### config.mk
export PLATFORM = sky130hd
export DESIGN_NAME = instr_fetch
export DESIGN_NICKNAME = d
export VERILOG_FILES = /design/src/rtl/mips_fetch_pkg.sv /design/src/rtl/instr_fetch.sv
export SDC_FILE = /design/constraint.sdc
export NUM_CORES = 1
export LEC_CHECK = 0
export CAP_MARGIN = 20
export CORE_ASPECT_RATIO = 0.9
export CORE_UTILIZATION = 42
export CTS_CLUSTER_DIAMETER = 120
export DETAILED_ROUTE_END_ITERATION = 7
export GPL_TIMING_DRIVEN = 0
export HOLD_SLACK_MARGIN = 0.05
export PLACE_DENSITY = 0.87
export SLEW_MARGIN = 15
export SYNTH_ARGS = -nofsm -noshare
export SYNTH_HDL_FRONTEND = slang
export SYNTH_SLANG_ARGS = --single-unit
### constraint.sdc
create_clock -name clk -period 3.85 [get_ports clk]
set_input_delay 0.5775 -clock clk [delete_from_list [all_inputs] [get_ports clk]]
set_output_delay 0.5775 -clock clk [all_outputs]
set_load 0.05 [all_outputs]
### src/rtl/mips_fetch_pkg.sv
// Shared types and constants for the MIPS multicycle instruction-fetch stage.
package mips_fetch_pkg;

  typedef enum logic [1:0] {
    StIdle,
    StReq,
    StDone
  } fetch_state_t;

  // Instruction field positions (MIPS R/I formats)
  localparam int unsigned OPCODE_MSB = 31;
  localparam int unsigned OPCODE_LSB = 26;
  localparam int unsigned RS_MSB     = 25;
  localparam int unsigned RS_LSB     = 21;
  localparam int unsigned RT_MSB     = 20;
  localparam int unsigned RT_LSB     = 16;
  localparam int unsigned RD_MSB     = 15;
  localparam int unsigned RD_LSB     = 11;
  localparam int unsigned SHAMT_MSB  = 10;
  localparam int unsigned SHAMT_LSB  = 6;
  localparam int unsigned FUNCT_MSB  = 5;
  localparam int unsigned FUNCT_LSB  = 0;
  localparam int unsigned IMM_MSB    = 15;
  localparam int unsigned IMM_LSB    = 0;

  localparam logic [31:0] DEFAULT_RESET_PC = 32'h0040_0000;
  localparam int unsigned PC_STEP          = 4;

endpackage

### src/rtl/instr_fetch.sv
// Multicycle MIPS instruction fetch: owns PC and IR, handshakes with instruction
// memory and exposes the decoded instruction fields.
// Optional feature: define FETCH_TIMEOUT_EN to abort a fetch that receives no
// mem_ack within TIMEOUT_CYCLES REQ cycles and raise a sticky fetch_err.
module instr_fetch
  import mips_fetch_pkg::*;
#(
  parameter int unsigned          BIT_WIDTH      = 32,
  parameter int unsigned          HALF_BIT_WIDTH = 16,
  parameter logic [BIT_WIDTH-1:0] RESET_PC       = BIT_WIDTH'(DEFAULT_RESET_PC),
  parameter int unsigned          TIMEOUT_CYCLES = 16
) (
  input  logic                      clk,
  input  logic                      rst,
  input  logic                      fetch_start,
  input  logic                      pc_load,
  input  logic [BIT_WIDTH-1:0]      pc_next,
  output logic                      mem_req,
  output logic [BIT_WIDTH-1:0]      mem_addr,
  input  logic [BIT_WIDTH-1:0]      mem_rdata,
  input  logic                      mem_ack,
  output logic [BIT_WIDTH-1:0]      ir,
  output logic [5:0]                opcode,
  output logic [4:0]                rs,
  output logic [4:0]                rt,
  output logic [4:0]                rd,
  output logic [4:0]                shamt,
  output logic [5:0]                funct,
  output logic [HALF_BIT_WIDTH-1:0] imm,
  output logic [BIT_WIDTH-1:0]      pc,
  output logic [BIT_WIDTH-1:0]      pc_plus4,
  output logic                      instr_valid,
  output logic                      busy,
  output logic                      fetch_err
);

  fetch_state_t         state_q, state_d;
  logic [BIT_WIDTH-1:0] pc_q, pc_d;
  logic [BIT_WIDTH-1:0] ir_q, ir_d;
  logic                 timeout_hit;

  assign pc_plus4 = pc_q + BIT_WIDTH'(PC_STEP);

`ifdef FETCH_TIMEOUT_EN
  localparam int unsigned CNT_W = (TIMEOUT_CYCLES > 1) ? $clog2(TIMEOUT_CYCLES) : 1;

  logic [CNT_W-1:0] cnt_q;
  logic             err_q;

  // Last permitted REQ cycle passed without an ack; a same-cycle ack wins.
  assign timeout_hit = (state_q == StReq) && !mem_ack &&
                       (cnt_q == CNT_W'(TIMEOUT_CYCLES - 1));

  // REQ wait counter: held at zero outside REQ so it is clear on entry
  always_ff @(posedge clk or posedge rst) begin
    if (rst) begin
      cnt_q <= '0;
    end else if (state_q != StReq) begin
      cnt_q <= '0;
    end else if (!mem_ack && !timeout_hit) begin
      cnt_q <= cnt_q + 1'b1;
    end
  end

  // Sticky timeout flag, cleared only by reset
  always_ff @(posedge clk or posedge rst) begin
    if (rst) begin
      err_q <= 1'b0;
    end else if (timeout_hit) begin
      err_q <= 1'b1;
    end
  end

  assign fetch_err = err_q;
`else
  assign timeout_hit = 1'b0;
  assign fetch_err   = 1'b0;
`endif

  // State, PC and IR registers
  always_ff @(posedge clk or posedge rst) begin
    if (rst) begin
      state_q <= StIdle;
      pc_q    <= RESET_PC;
      ir_q    <= '0;
    end else begin
      state_q <= state_d;
      pc_q    <= pc_d;
      ir_q    <= ir_d;
    end
  end

  // Next-state logic; PC/IR move only on pc_load in idle or an ack in REQ
  always_comb begin
    state_d = state_q;
    pc_d    = pc_q;
    ir_d    = ir_q;
    unique case (state_q)
      StIdle: begin
        if (pc_load) begin
          pc_d = {pc_next[BIT_WIDTH-1:2], 2'b00};
        end else if (fetch_start) begin
          state_d = StReq;
        end
      end
      StReq: begin
        if (mem_ack) begin
          ir_d    = mem_rdata;
          pc_d    = pc_plus4;
          state_d = StDone;
        end else if (timeout_hit) begin
          state_d = StIdle;
        end
      end
      StDone: begin
        state_d = StIdle;
      end
      default: begin
        state_d = StIdle;
      end
    endcase
  end

  assign mem_req     = (state_q == StReq);
  assign instr_valid = (state_q == StDone);
  assign busy        = (state_q != StIdle);
  assign mem_addr    = pc_q;
  assign pc          = pc_q;
  assign ir          = ir_q;

  assign opcode = ir_q[OPCODE_MSB:OPCODE_LSB];
  assign rs     = ir_q[RS_MSB:RS_LSB];
  assign rt     = ir_q[RT_MSB:RT_LSB];
  assign rd     = ir_q[RD_MSB:RD_LSB];
  assign shamt  = ir_q[SHAMT_MSB:SHAMT_LSB];
  assign funct  = ir_q[FUNCT_MSB:FUNCT_LSB];
  assign imm    = ir_q[IMM_MSB:IMM_LSB];

endmodule
* After elaboration in Yosys (flattened, before gate mapping)
Index checks and enable logic that the tools add are counted.
** Word-level totals
- Output and inout port bits :: 180
- Register bits after elaboration :: 66
- Input port bits :: 69
- Word-level logic and storage cells :: 23
** Cells by class
- Equality and inequality tests :: 6
- Reductions and logical operators :: 6
- Mux-type cells :: 7
- Add/sub/neg operators :: 1
** Operators with widths (count)
- $mux 32 :: 2
- $pmux 32 s2 :: 1
- $add 32x3->32 const B :: 1
- $mux 2 :: 3
- $ne 2x2->1 const B :: 3
- $reduce_and 3->1 :: 2
- $pmux 2 s2 :: 1
- $reduce_bool 2->1 :: 2
- $eq 2x1->1 const B :: 1
- $eq 2x2->1 const B :: 1
- $logic_not 2->1 :: 1
- $ne 2x1->1 const B :: 1
- $reduce_and 2->1 :: 1

* Longest topological paths before layout
- Word-level depth :: 3
- Depth in mapped cells :: 8
- Gate-level depth less buffers :: 5

* Least setup slack after synthesis
Ideal clock, no wire load.
- Path kind :: reg2out
- Start point :: register pc_q[2] (netlist: mem_addr[2])
- End point :: output port pc_plus4[20]
- Slack :: 586 ps
- Arrival :: 2686 ps
- Stages on the path, launching flop included :: 6
- Data required time :: 3273 ps
- Path buffers :: 0
- Path through :: dfrtp_1 > ha_1 > nand3_1 > nor4_2 > nand3_1 > xnor2_1
** On the way
- Cells in the longest elaborated chain, start to end :: 1
** RTL lines
- start: declaration :: RTL line instr_fetch.sv:38 : logic [BIT_WIDTH-1:0] pc_q, pc_d;
- start signal: assignment :: RTL line instr_fetch.sv:88 : pc_q <= pc_d;
- $add 32x3->32 :: RTL line instr_fetch.sv:42 : assign pc_plus4 = pc_q + BIT_WIDTH'(PC_STEP);
- end: declaration :: RTL line instr_fetch.sv:31 : output logic [BIT_WIDTH-1:0] pc_plus4,
Every way passes these cells.

* Worst setup path after layout
- Start point :: register pc_q[17] (netlist: mem_addr[17])
- End point :: output port pc_plus4[21]
The elaborated chain is that of the path after synthesis.

==> flow_summary.yaml <==
hold_path:
  hp-class: "input port to asynchronous set/reset pin"
critical_path:
  critPathMaxFanout: 10
  end_kind: "output port"
  reg2regPathDepth: 5
  start_kind: "flip-flop"
  r2r_start: "mem_addr[2]"
  r2r_slack_ns: 1.44
  cp.required_ns: 3.27
  crit_type: "flip-flop to output port"
  cp.arrival_ns: 3.18
  timing.rr.end: "mem_addr[26]"
clock_network:
  clock_latency_ns: 0.33
  cts_sinks: 64
  cts.clk_slew.worst_paths_ns: 0.06
  clock_path_buffers: 2
  cts.htree.levels: 3
  cts_tree: "yes"
  root_buffer: "clkbuf_16"
  cts_buffers: 9
routing:
  drt_iter0_markers: 300
  drtAntennaViolNets: 0
  routed_wirelength_mm: 15.2
  drt-vias-per-instance: 5.29
  wl_per_cell_um: 17.5
  vias: 4590
  drcViolationCount: 0
  drtPass1Iterations: 5
sta:
  period_needed_ns: 3.75
  finClkSkew_ns: 0.00914
  worstMarginPinSlew_ns: 0.658
  setup_viol: 0
  finalCritPeriodShare_pct: 97.5
  rsz0062_at_grt: "no"
  fin_ws_ns: 0.0974
  max_freq_mhz: 266
  slew_viol_final: 0
  relSlewSlack_pct: 56.1
  tns_ns: 0
  hold_viol: 0
place:
  io_buffers: 239
  gp_congestion: 0.906
  place_ws_ns: 0.319
  hpwl_mm: 11.5
power:
  power_density_mw_per_mm2: 956
  p_leak_nw: 3.16
  fin_total_pwr_mw: 7.05
  ir_drop_v: 0.000754
floorplan:
  die_w_um: 110
  rows: 35
  fp.dieH_um: 99.2
  core_mm2: 0.0102
  die_area_mm2: 0.0109
  io_pins: 249
  start_util_pct: 43.1
synthesis:
  synth_ff_type: "dfrtp_1"
  synth.area.top_cells: "dfrtp_1, buf_4, mux2_2"
  syn_area_per_cell_um2: 9.33
  synthMuxAreaShare_pct: 9.38
  synth_compound_area_share_pct: 11.7
  synth_seq_cells: 64
  synthXorXnorAreaFrac_pct: 5.16
  yosys_warnings: 0
  ys_types: 57
  syn_area_mm2: 0.00441
  syn_inst: 473
  ys_seq_area_share_pct: 36.3
  synthAdderAreaFrac_pct: 0.284
  synth_top_cell_area_share_pct: 35.7
  synth_edf_count: 0
  synth_top_family_by_area: "buffers and inverters"
  synth_top_cell_by_area: "dfrtp_1"
  synth-async-reset-ratio_pct: 100
  yosys.area_share.simple_pct: 18.4
final_layout:
  num_antenna_cells: 0
  nNetsFinal: 803
  drive_above_1_share_pct: 23.3
  area_growth_pct: 67.2
  fillers: 737
  finish.utilization_pct: 72.0
global_routing:
  grt_pass1_vias: 4543
  track_usage_pct: 27.9
  grt_overflow: 0
  grt_max_degree: 49
  antenna_found_initial: 0
  grt_pass1_wl_mm: 23.4
status:
  status: "completed"
run:
  drv_cap: 0
-- logic make-up (layout without fill, tap and decap cells) --
family	count (synthesis)	count (layout)
compound gates	78	78
xor+xnor	26	26
fa+ha+maj	1	1
buf+inv	129	388
flops	64	64
mux	37	37
other cells	1	7
simple gates	137	137
-- per-stage QoR --
stage / instance area (um2) / std cells / hold WS [ns]
after floorplan: 4440 / 479 / 0.713
after global placement: 6990 / 847 / 0.518
after detailed placement: 7020 / 848 / 0.526
after CTS: 7330 / 864 / 0.538
after global routing: 7380 / 867 / 0.555
final: 7380 / 867 / 0.535
-- metal layers --
metal,GRT usage (%),part of all wire (%),vias to the layer above
li1,-,-,2107
met1,34.1,38,2172
met2,48.5,51,277
met3,5.64,8.8,34
met4,9.13,2.2,0
met5,0,0,-
-- cell type report --
cell class,count,area (um2),area share (%)
Clock buffer,11,243,3.29
Clock inverter,5,56.3,0.763
Inverter,8,32.5,0.441
Multi-Input combinational cell,286,2030,27.5
Tap cell,129,161,2.19
Sequential cell,64,1600,21.7
Timing Repair Buffer,243,2460,33.3
Buffer,121,792,10.7
-- worst max path at each step --
stage	from	to	slack [ns]	depth (start not counted)
final	mem_addr[17]	pc_plus4[21]	0.1	6
after global routing	mem_addr[17]	pc_plus4[21]	0.01	6
after CTS	mem_addr[2]	pc_plus4[24]	0.002	6
after detailed placement	mem_addr[2]	pc_plus4[20]	0.32	6
after global placement	mem_addr[2]	pc_plus4[20]	0.41	6
after floorplan	mem_addr[2]	pc_plus4[20]	0.59	5
-- state kept, by name (all words and copies together) (netlist names) --
name and count:
state_q 2, mem_addr 30, ir 32
-- layout by cell type, fill, tap and decap left out, types with 7 or more instances in the layout --
cell	n
a21oi_1	20
buf_2	15
buf_4	88
clkbuf_1	20
clkbuf_16	9
clkdlybuf4s50_1	233
conb_1	7
dfrtp_1	63
mux2_2	35
nand2_1	34
nand3_1	11
nand4_1	15
nor2_1	22
nor4b_1	9
o211ai_1	9
o21ai_0	18
xnor2_1	20
-- synthesized netlist by cell type, types with 2 or more instances --
library cell	n
buf_4	85
dfrtp_1	63
mux2_2	35
nand2_1	34
nor2_1	22
a21oi_1	20
xnor2_1	20
clkbuf_1	19
o21ai_0	18
buf_2	15
nand4_1	15
nand3_1	11
nor4b_1	9
o211ai_1	9
inv_1	7
a2bb2oi_1	6
xor2_1	6
and4_1	5
o22ai_1	5
a41o_1	4
and3_1	4
nor4_1	4
o311ai_0	4
or3_1	4
nand4_2	3
nor3_1	3
or2_2	3
a22oi_1	2
a311o_1	2
and2_1	2
buf_1	2
mux2i_1	2
nand2b_1	2
nor2b_1	2
nor3b_1	2
o2bb2ai_1	2
or4_1	2
-- what timing repair did --
action                                  CTS  global route
endpoints found under the setup margin    2            10
setup buffers                             0             3
hold endpoints to repair                  0             0
hold buffers                              0             0
resized for setup                         1             8
-- critical path: stages, from the launching register on --
cell and delay [ns]:
dfrtp_1 0.41, clkbuf_1 0.42, nand4_1 0.33, nor4_1 0.49
nand2_1 0.17, xnor2_1 0.17, clkdlybuf4s50_1 0.87
-- report_power, final --
| group | leakage, nW | internal (mW) | switching [mW] | total, mW |
|---|---|---|---|---|
| sequential | 0.756 | 0.910 | 0.338 | 1.25 |
| combinational | 2.26 | 1.81 | 3.17 | 4.99 |
| clock | 0.145 | 0.518 | 0.303 | 0.821 |
| total | 3.16 | 3.24 | 3.81 | 7.05 |
Power figures use the tool's default switching activity.
